### config.mk
export PLATFORM = sky130hd
export DESIGN_NAME = oc15_share_ctrl
export DESIGN_NICKNAME = d
export VERILOG_FILES = /design/src/rtl/oc15_share_ctrl.sv
export SDC_FILE = /design/constraint.sdc
export NUM_CORES = 1
export LEC_CHECK = 0
export CAP_MARGIN = 20
export CORE_ASPECT_RATIO = 0.75
export CORE_MARGIN = 2
export CORE_UTILIZATION = 60
export DETAILED_ROUTE_END_ITERATION = 6
export DONT_BUFFER_PORTS = 1
export GPL_TIMING_DRIVEN = 1
export PLACE_DENSITY = 0.75
export SYNTH_ARGS = -nofsm -noshare
export SYNTH_HDL_FRONTEND = slang
export SYNTH_SLANG_ARGS = --single-unit
### constraint.sdc
create_clock -name clk -period 5.6 [get_ports clk]
set_clock_uncertainty 0.2 [all_clocks]
set_input_delay 1.4 -clock clk [delete_from_list [all_inputs] [get_ports clk]]
set_output_delay 1.4 -clock clk [all_outputs]
set_load 0.05 [all_outputs]
### src/rtl/oc15_share_ctrl.sv
// Round-robin time-sharing of one external combinational 15-input ones counter.
// Each grant takes IDLE -> DRIVE -> RESP; a golden popcount cross-checks every returned count.
module oc15_share_ctrl #(
  parameter int unsigned NREQ  = 4,
  parameter int unsigned WIDTH = 15,
  parameter int unsigned CW    = 4,
  parameter int unsigned IDW   = 2
) (
  input  logic                  clk,
  input  logic                  rst,
  input  logic [NREQ-1:0]       req,
  input  logic [NREQ*WIDTH-1:0] data,
  output logic [WIDTH-1:0]      oc_in,
  input  logic [CW-1:0]         oc_count,
  output logic [NREQ-1:0]       ack,
  output logic                  valid,
  output logic [CW-1:0]         result,
  output logic [IDW-1:0]        result_id,
  output logic                  busy,
  output logic                  err
);

  typedef enum logic [1:0] {
    ST_IDLE  = 2'd0,
    ST_DRIVE = 2'd1,
    ST_RESP  = 2'd2
  } state_e;

  state_e           state_q;
  logic [WIDTH-1:0] oc_in_q;
  logic [IDW-1:0]   gid_q;
  logic [IDW-1:0]   ptr_q;
  logic [NREQ-1:0]  ack_q;
  logic             valid_q;
  logic [CW-1:0]    result_q;
  logic [IDW-1:0]   result_id_q;
  logic             busy_q;
  logic             err_q;

  logic             grant_found_c;
  logic [IDW-1:0]   grant_idx_c;
  logic [IDW-1:0]   cand_c;
  logic [WIDTH-1:0] grant_data_c;
  logic [NREQ-1:0]  ack_onehot_c;
  logic [CW-1:0]    golden_c;

  function automatic logic [CW-1:0] popcount(input logic [WIDTH-1:0] v);
    logic [CW-1:0] s;
    s = '0;
    for (int unsigned b = 0; b < WIDTH; b++) begin
      s = s + CW'(v[b]);
    end
    return s;
  endfunction

  // Search starts one past the last granted index, wrapping modulo NREQ.
  always_comb begin
    grant_found_c = 1'b0;
    grant_idx_c   = '0;
    cand_c        = '0;
    for (int unsigned i = 1; i <= NREQ; i++) begin
      cand_c = IDW'((32'(ptr_q) + i) % NREQ);
      if (!grant_found_c && req[cand_c]) begin
        grant_found_c = 1'b1;
        grant_idx_c   = cand_c;
      end
    end
  end

  assign grant_data_c = data[32'(grant_idx_c)*WIDTH +: WIDTH];

  always_comb begin
    ack_onehot_c = '0;
    for (int unsigned i = 0; i < NREQ; i++) begin
      ack_onehot_c[i] = (gid_q == IDW'(i));
    end
  end

  // oc_in_q doubles as the registered operand while in DRIVE.
  assign golden_c = popcount(oc_in_q);

  always_ff @(posedge clk or posedge rst) begin
    if (rst) begin
      state_q     <= ST_IDLE;
      oc_in_q     <= '0;
      gid_q       <= '0;
      ptr_q       <= IDW'(NREQ - 1);
      ack_q       <= '0;
      valid_q     <= 1'b0;
      result_q    <= '0;
      result_id_q <= '0;
      busy_q      <= 1'b0;
      err_q       <= 1'b0;
    end else begin
      case (state_q)
        ST_IDLE: begin
          ack_q   <= '0;
          valid_q <= 1'b0;
          if (grant_found_c) begin
            oc_in_q <= grant_data_c;
            gid_q   <= grant_idx_c;
            ptr_q   <= grant_idx_c;
            busy_q  <= 1'b1;
            state_q <= ST_DRIVE;
          end
        end
        ST_DRIVE: begin
          result_q    <= oc_count;
          result_id_q <= gid_q;
          if (oc_count != golden_c) begin
            err_q <= 1'b1;
          end
          oc_in_q <= '0;
          ack_q   <= ack_onehot_c;
          valid_q <= 1'b1;
          state_q <= ST_RESP;
        end
        ST_RESP: begin
          ack_q   <= '0;
          valid_q <= 1'b0;
          busy_q  <= 1'b0;
          state_q <= ST_IDLE;
        end
        default: begin
          oc_in_q <= '0;
          ack_q   <= '0;
          valid_q <= 1'b0;
          busy_q  <= 1'b0;
          state_q <= ST_IDLE;
        end
      endcase
    end
  end

  assign oc_in     = oc_in_q;
  assign ack       = ack_q;
  assign valid     = valid_q;
  assign result    = result_q;
  assign result_id = result_id_q;
  assign busy      = busy_q;
  assign err       = err_q;

endmodule

==> Flow_metrics.wiki <==
{| class="wikitable"
! Metric !! Value
|-
| Count of vias placed by the detailed router || 1619
|-
| Number of antenna violations at the first check in global routing || 0
|-
| Sequential share of the synthesized area || 0.357
|-
| Worst slack at placement || 1.14 ns
|-
| Placed Instances || 265
|-
| Number of failing setup endpoints in the final timing report || 0
|-
| H-tree levels || 2
|-
| Worst-margin pin slew || 0.787 ns
|-
| I/O Buffers || 0
|-
| Power per standard cell area || 857 mW/mm^2
|-
| Critical Path End Type || register
|-
| Vias in the first global route || 1672
|-
| Sum Neg Setup Slack || 0 ns
|-
| Gate Count Post-Synth || 222
|-
| Syn_nets || 304
|-
| Clk sinks || 34
|-
| Post-DR wirelength/cell || 19.1 microns
|-
| Post-synthesis to final-layout area growth || 3.09%
|-
| First-pass GRT wire length || 8490 microns
|-
| Hold Crit Class || register to register
|-
| DIE HEIGHT || 58.6 microns
|-
| Layout cells sized above 1 || 0.235
|-
| Maximum number of pins on one net before global-route repair || 33
|-
| Maximum capacitance violations || 0
|-
| Antenna diode instance count || 0
|-
| Crit Reg-Reg Startpoint || oc_in[7]
|-
| Count of nets left with antenna violations after detail routing || 0
|-
| Ports placed on the boundary || 98
|-
| Number of design-rule violations left by the first detailed-router iteration || 92
|-
| Clock slew at reported path FFs || 0.07 ns
|-
| Crit. Startpoint || oc_in[7]
|-
| Outcome || finished, final reports clean
|-
| Core box area || 0.00373 sq mm
|-
| Crit share post-route || 0.799
|-
| Warnings, synthesis || 0
|-
| Mean number of vias per cell || 5.93
|-
| Min Clock Period, post-route || 4.48 ns
|-
| Top-area cell type share of the netlist area || 0.335
|-
| # nets final || 302
|-
| Required time of the critical path || 5.58 ns
|-
| Remaining DRCs || 0
|-
| Rel. slew slack || 0.476
|-
| CTS Hold Bufs || 0
|-
| Maximum number of buffers from clock root to sink || 2
|-
| Count of final hold-check violations || 0
|-
| Total power draw || 2.11 mW
|-
| WL final || 5220 microns
|-
| Clock insertion delay at the later pin of the skew report || 0.29 ns
|-
| F_max || 223 MHz
|-
| Worst IR drop on VDD || 0.595 mV
|-
| Post-CTS setup-driven buffer insertion count || 0
|-
| Avg Inst Size Synth || 10.8 sq um
|-
| Post-route worst setup slack || 1.12 ns
|-
| #FFs+latches synth || 34
|-
| Grt total ovfl || 0
|-
| Overall Global Routing Usage || 0.249
|-
| Post-synth design cell area || 0.00239 sq mm
|-
| Setup crit start kind || register
|-
| Die Footprint || 0.00450 sq mm
|-
| Cell Rows || 19
|-
| Clock buffer count from CTS || 5
|-
| P_leak || 1.16 nW
|-
| Most area-hungry cell type in the Yosys netlist || sky130_fd_sc_hd__dfrtp_1
|-
| Post-cts repair resize count || 0
|-
| Leading cell type in the layout, fill and taps excluded || sky130_fd_sc_hd__nand2_1
|-
| Worst endpoint data arrival time || 4.45 ns
|-
| RSZ-0062 raised after global routing || no
|-
| Number of different library cells in the post-synthesis netlist || 35
|-
| Crit Path Max Fanout || 3
|-
| Critical path type || register to register
|-
| Pre-Repair DR Iteration Count || 4
|-
| Final max-slew violation count || 0
|-
| Dpl hpwl || 4070 microns
|-
| Clock tree from TritonCTS || yes
|-
| Effective utilization at floorplan || 0.640
|-
| Startpoint of the worst hold path || gid_q[0]
|-
| Top post-synthesis cells by area || sky130_fd_sc_hd__dfrtp_1 (34%), sky130_fd_sc_hd__fa_1 (8.4%), sky130_fd_sc_hd__mux2_4 (8.2%), sky130_fd_sc_hd__o211ai_2 (7.9%), sky130_fd_sc_hd__mux2i_1 (6.7%)
|-
| Routability-driven placement congestion ratio || 0.789
|-
| X dimension of the die || 76.8 microns
|-
| Register-to-register setup slack || 1.12 ns
|-
| CTS root buffer || sky130_fd_sc_hd__clkbuf_8
|-
| Most frequent cells in the layout || sky130_fd_sc_hd__nand2_1 (36), sky130_fd_sc_hd__dfrtp_1 (32), sky130_fd_sc_hd__nand3_1 (29)
|-
| Total of fill cells in the finished design || 308
|-
| Post-route non-filler standard cell count || 273
|}
[registers in the layout (all words and copies together) (netlist names), 2 cells and up]
register   flops
ack            4
gid_q          2
oc_in         15
state_q        2
result         4
ptr_q          2
result_id      2
[critical path, cell delays in order (launching register included)]
cell and delay, ns:
sky130_fd_sc_hd__dfrtp_1 0.72, sky130_fd_sc_hd__fa_1 0.55, sky130_fd_sc_hd__fa_1 0.47, sky130_fd_sc_hd__fa_1 0.53
sky130_fd_sc_hd__inv_1 0.05, sky130_fd_sc_hd__fa_1 0.48, sky130_fd_sc_hd__inv_1 0.05, sky130_fd_sc_hd__fa_1 0.38
sky130_fd_sc_hd__inv_1 0.08, sky130_fd_sc_hd__fa_1 0.42, sky130_fd_sc_hd__xor2_1 0.15, sky130_fd_sc_hd__nand4_1 0.10
sky130_fd_sc_hd__a21o_1 0.18
[per-layer routing]
| metal | vias to the layer above | part of all wire | global-route usage | wire length [microns] |
|---|---|---|---|---|
| met5 | - | 0 | 0 | 0 |
| met3 | 14 | 0.078 | 0.0859 | 405 |
| met4 | 0 | 0.023 | 0.0909 | 118 |
| li1 | 750 | - | - | - |
| met2 | 63 | 0.48 | 0.390 | 2480 |
| met1 | 792 | 0.42 | 0.327 | 2210 |
[synthesized netlist by cell type (all sizes together)]
| library cell | count |
|---|---|
| buf | 12 |
| o211ai | 15 |
| a31oi | 1 |
| mux2 | 17 |
| nand4 | 1 |
| ha | 2 |
| xnor2 | 3 |
| nor2b | 1 |
| o221ai | 1 |
| a21oi | 2 |
| a21o | 4 |
| fa | 10 |
| dfrtp | 32 |
| dfstp | 2 |
| mux2i | 16 |
| nor3 | 2 |
| inv | 19 |
| nand2b | 3 |
| nand3 | 30 |
| nor4 | 1 |
| nor2 | 6 |
| o21ai | 2 |
| xor2 | 2 |
| nand2 | 36 |
| nand3b | 1 |
| clkinv | 1 |
[layout make-up]
cell class	count	area [sq um]	share of cell area
well taps	52	65.1	0.0264
multi-input cells	156	1350	0.549
repair buffers	3	22.5	0.00915
clock inverters	2	12.5	0.00508
flip-flops and latches	34	853	0.347
inverters	20	75.1	0.0305
clock buffers	6	82.6	0.0336
[logic make-up after synthesis]
kind of cell               Yosys count  share of synthesized area
and+or+nand+nor                     81                      0.161
DFF                                 34                      0.357
muxes                               33                      0.168
AOI/OAI and AO/OA                   25                      0.121
buffers and inverters               32                     0.0797
xor gates and xnor gates             5                     0.0183
adders and majority gates           12                     0.0943
[power breakdown]
| group | internal, mW | leakage (nW) | switching (mW) |
|---|---|---|---|
| Clock | 0.0988 | 0.0472 | 0.0933 |
| Combinational | 0.555 | 0.684 | 0.649 |
| Sequential | 0.346 | 0.425 | 0.368 |
| Total | 0.999 | 1.16 | 1.11 |
[through the flow]
stage,hold slack [ns],util,instance area [sq um]
5_1_grt,0.308,0.659,2460
3_5_place_dp,0.271,0.634,2370
2_1_floorplan,0.241,-,2390
6_report,0.280,0.659,2460
4_1_cts,0.282,0.659,2460
3_3_place_gp,0.269,0.634,2370
[final timing paths]
path,cells after the start,endpoint
setup / recovery,12,err
hold / removal,1,ack[2]
setup reg to reg,12,err
hold reg to reg,1,ack[2]
max in group asynchronous,2,ptr_q[0]
min in group asynchronous,1,result[1]
(Power assumes the default switching activity.)
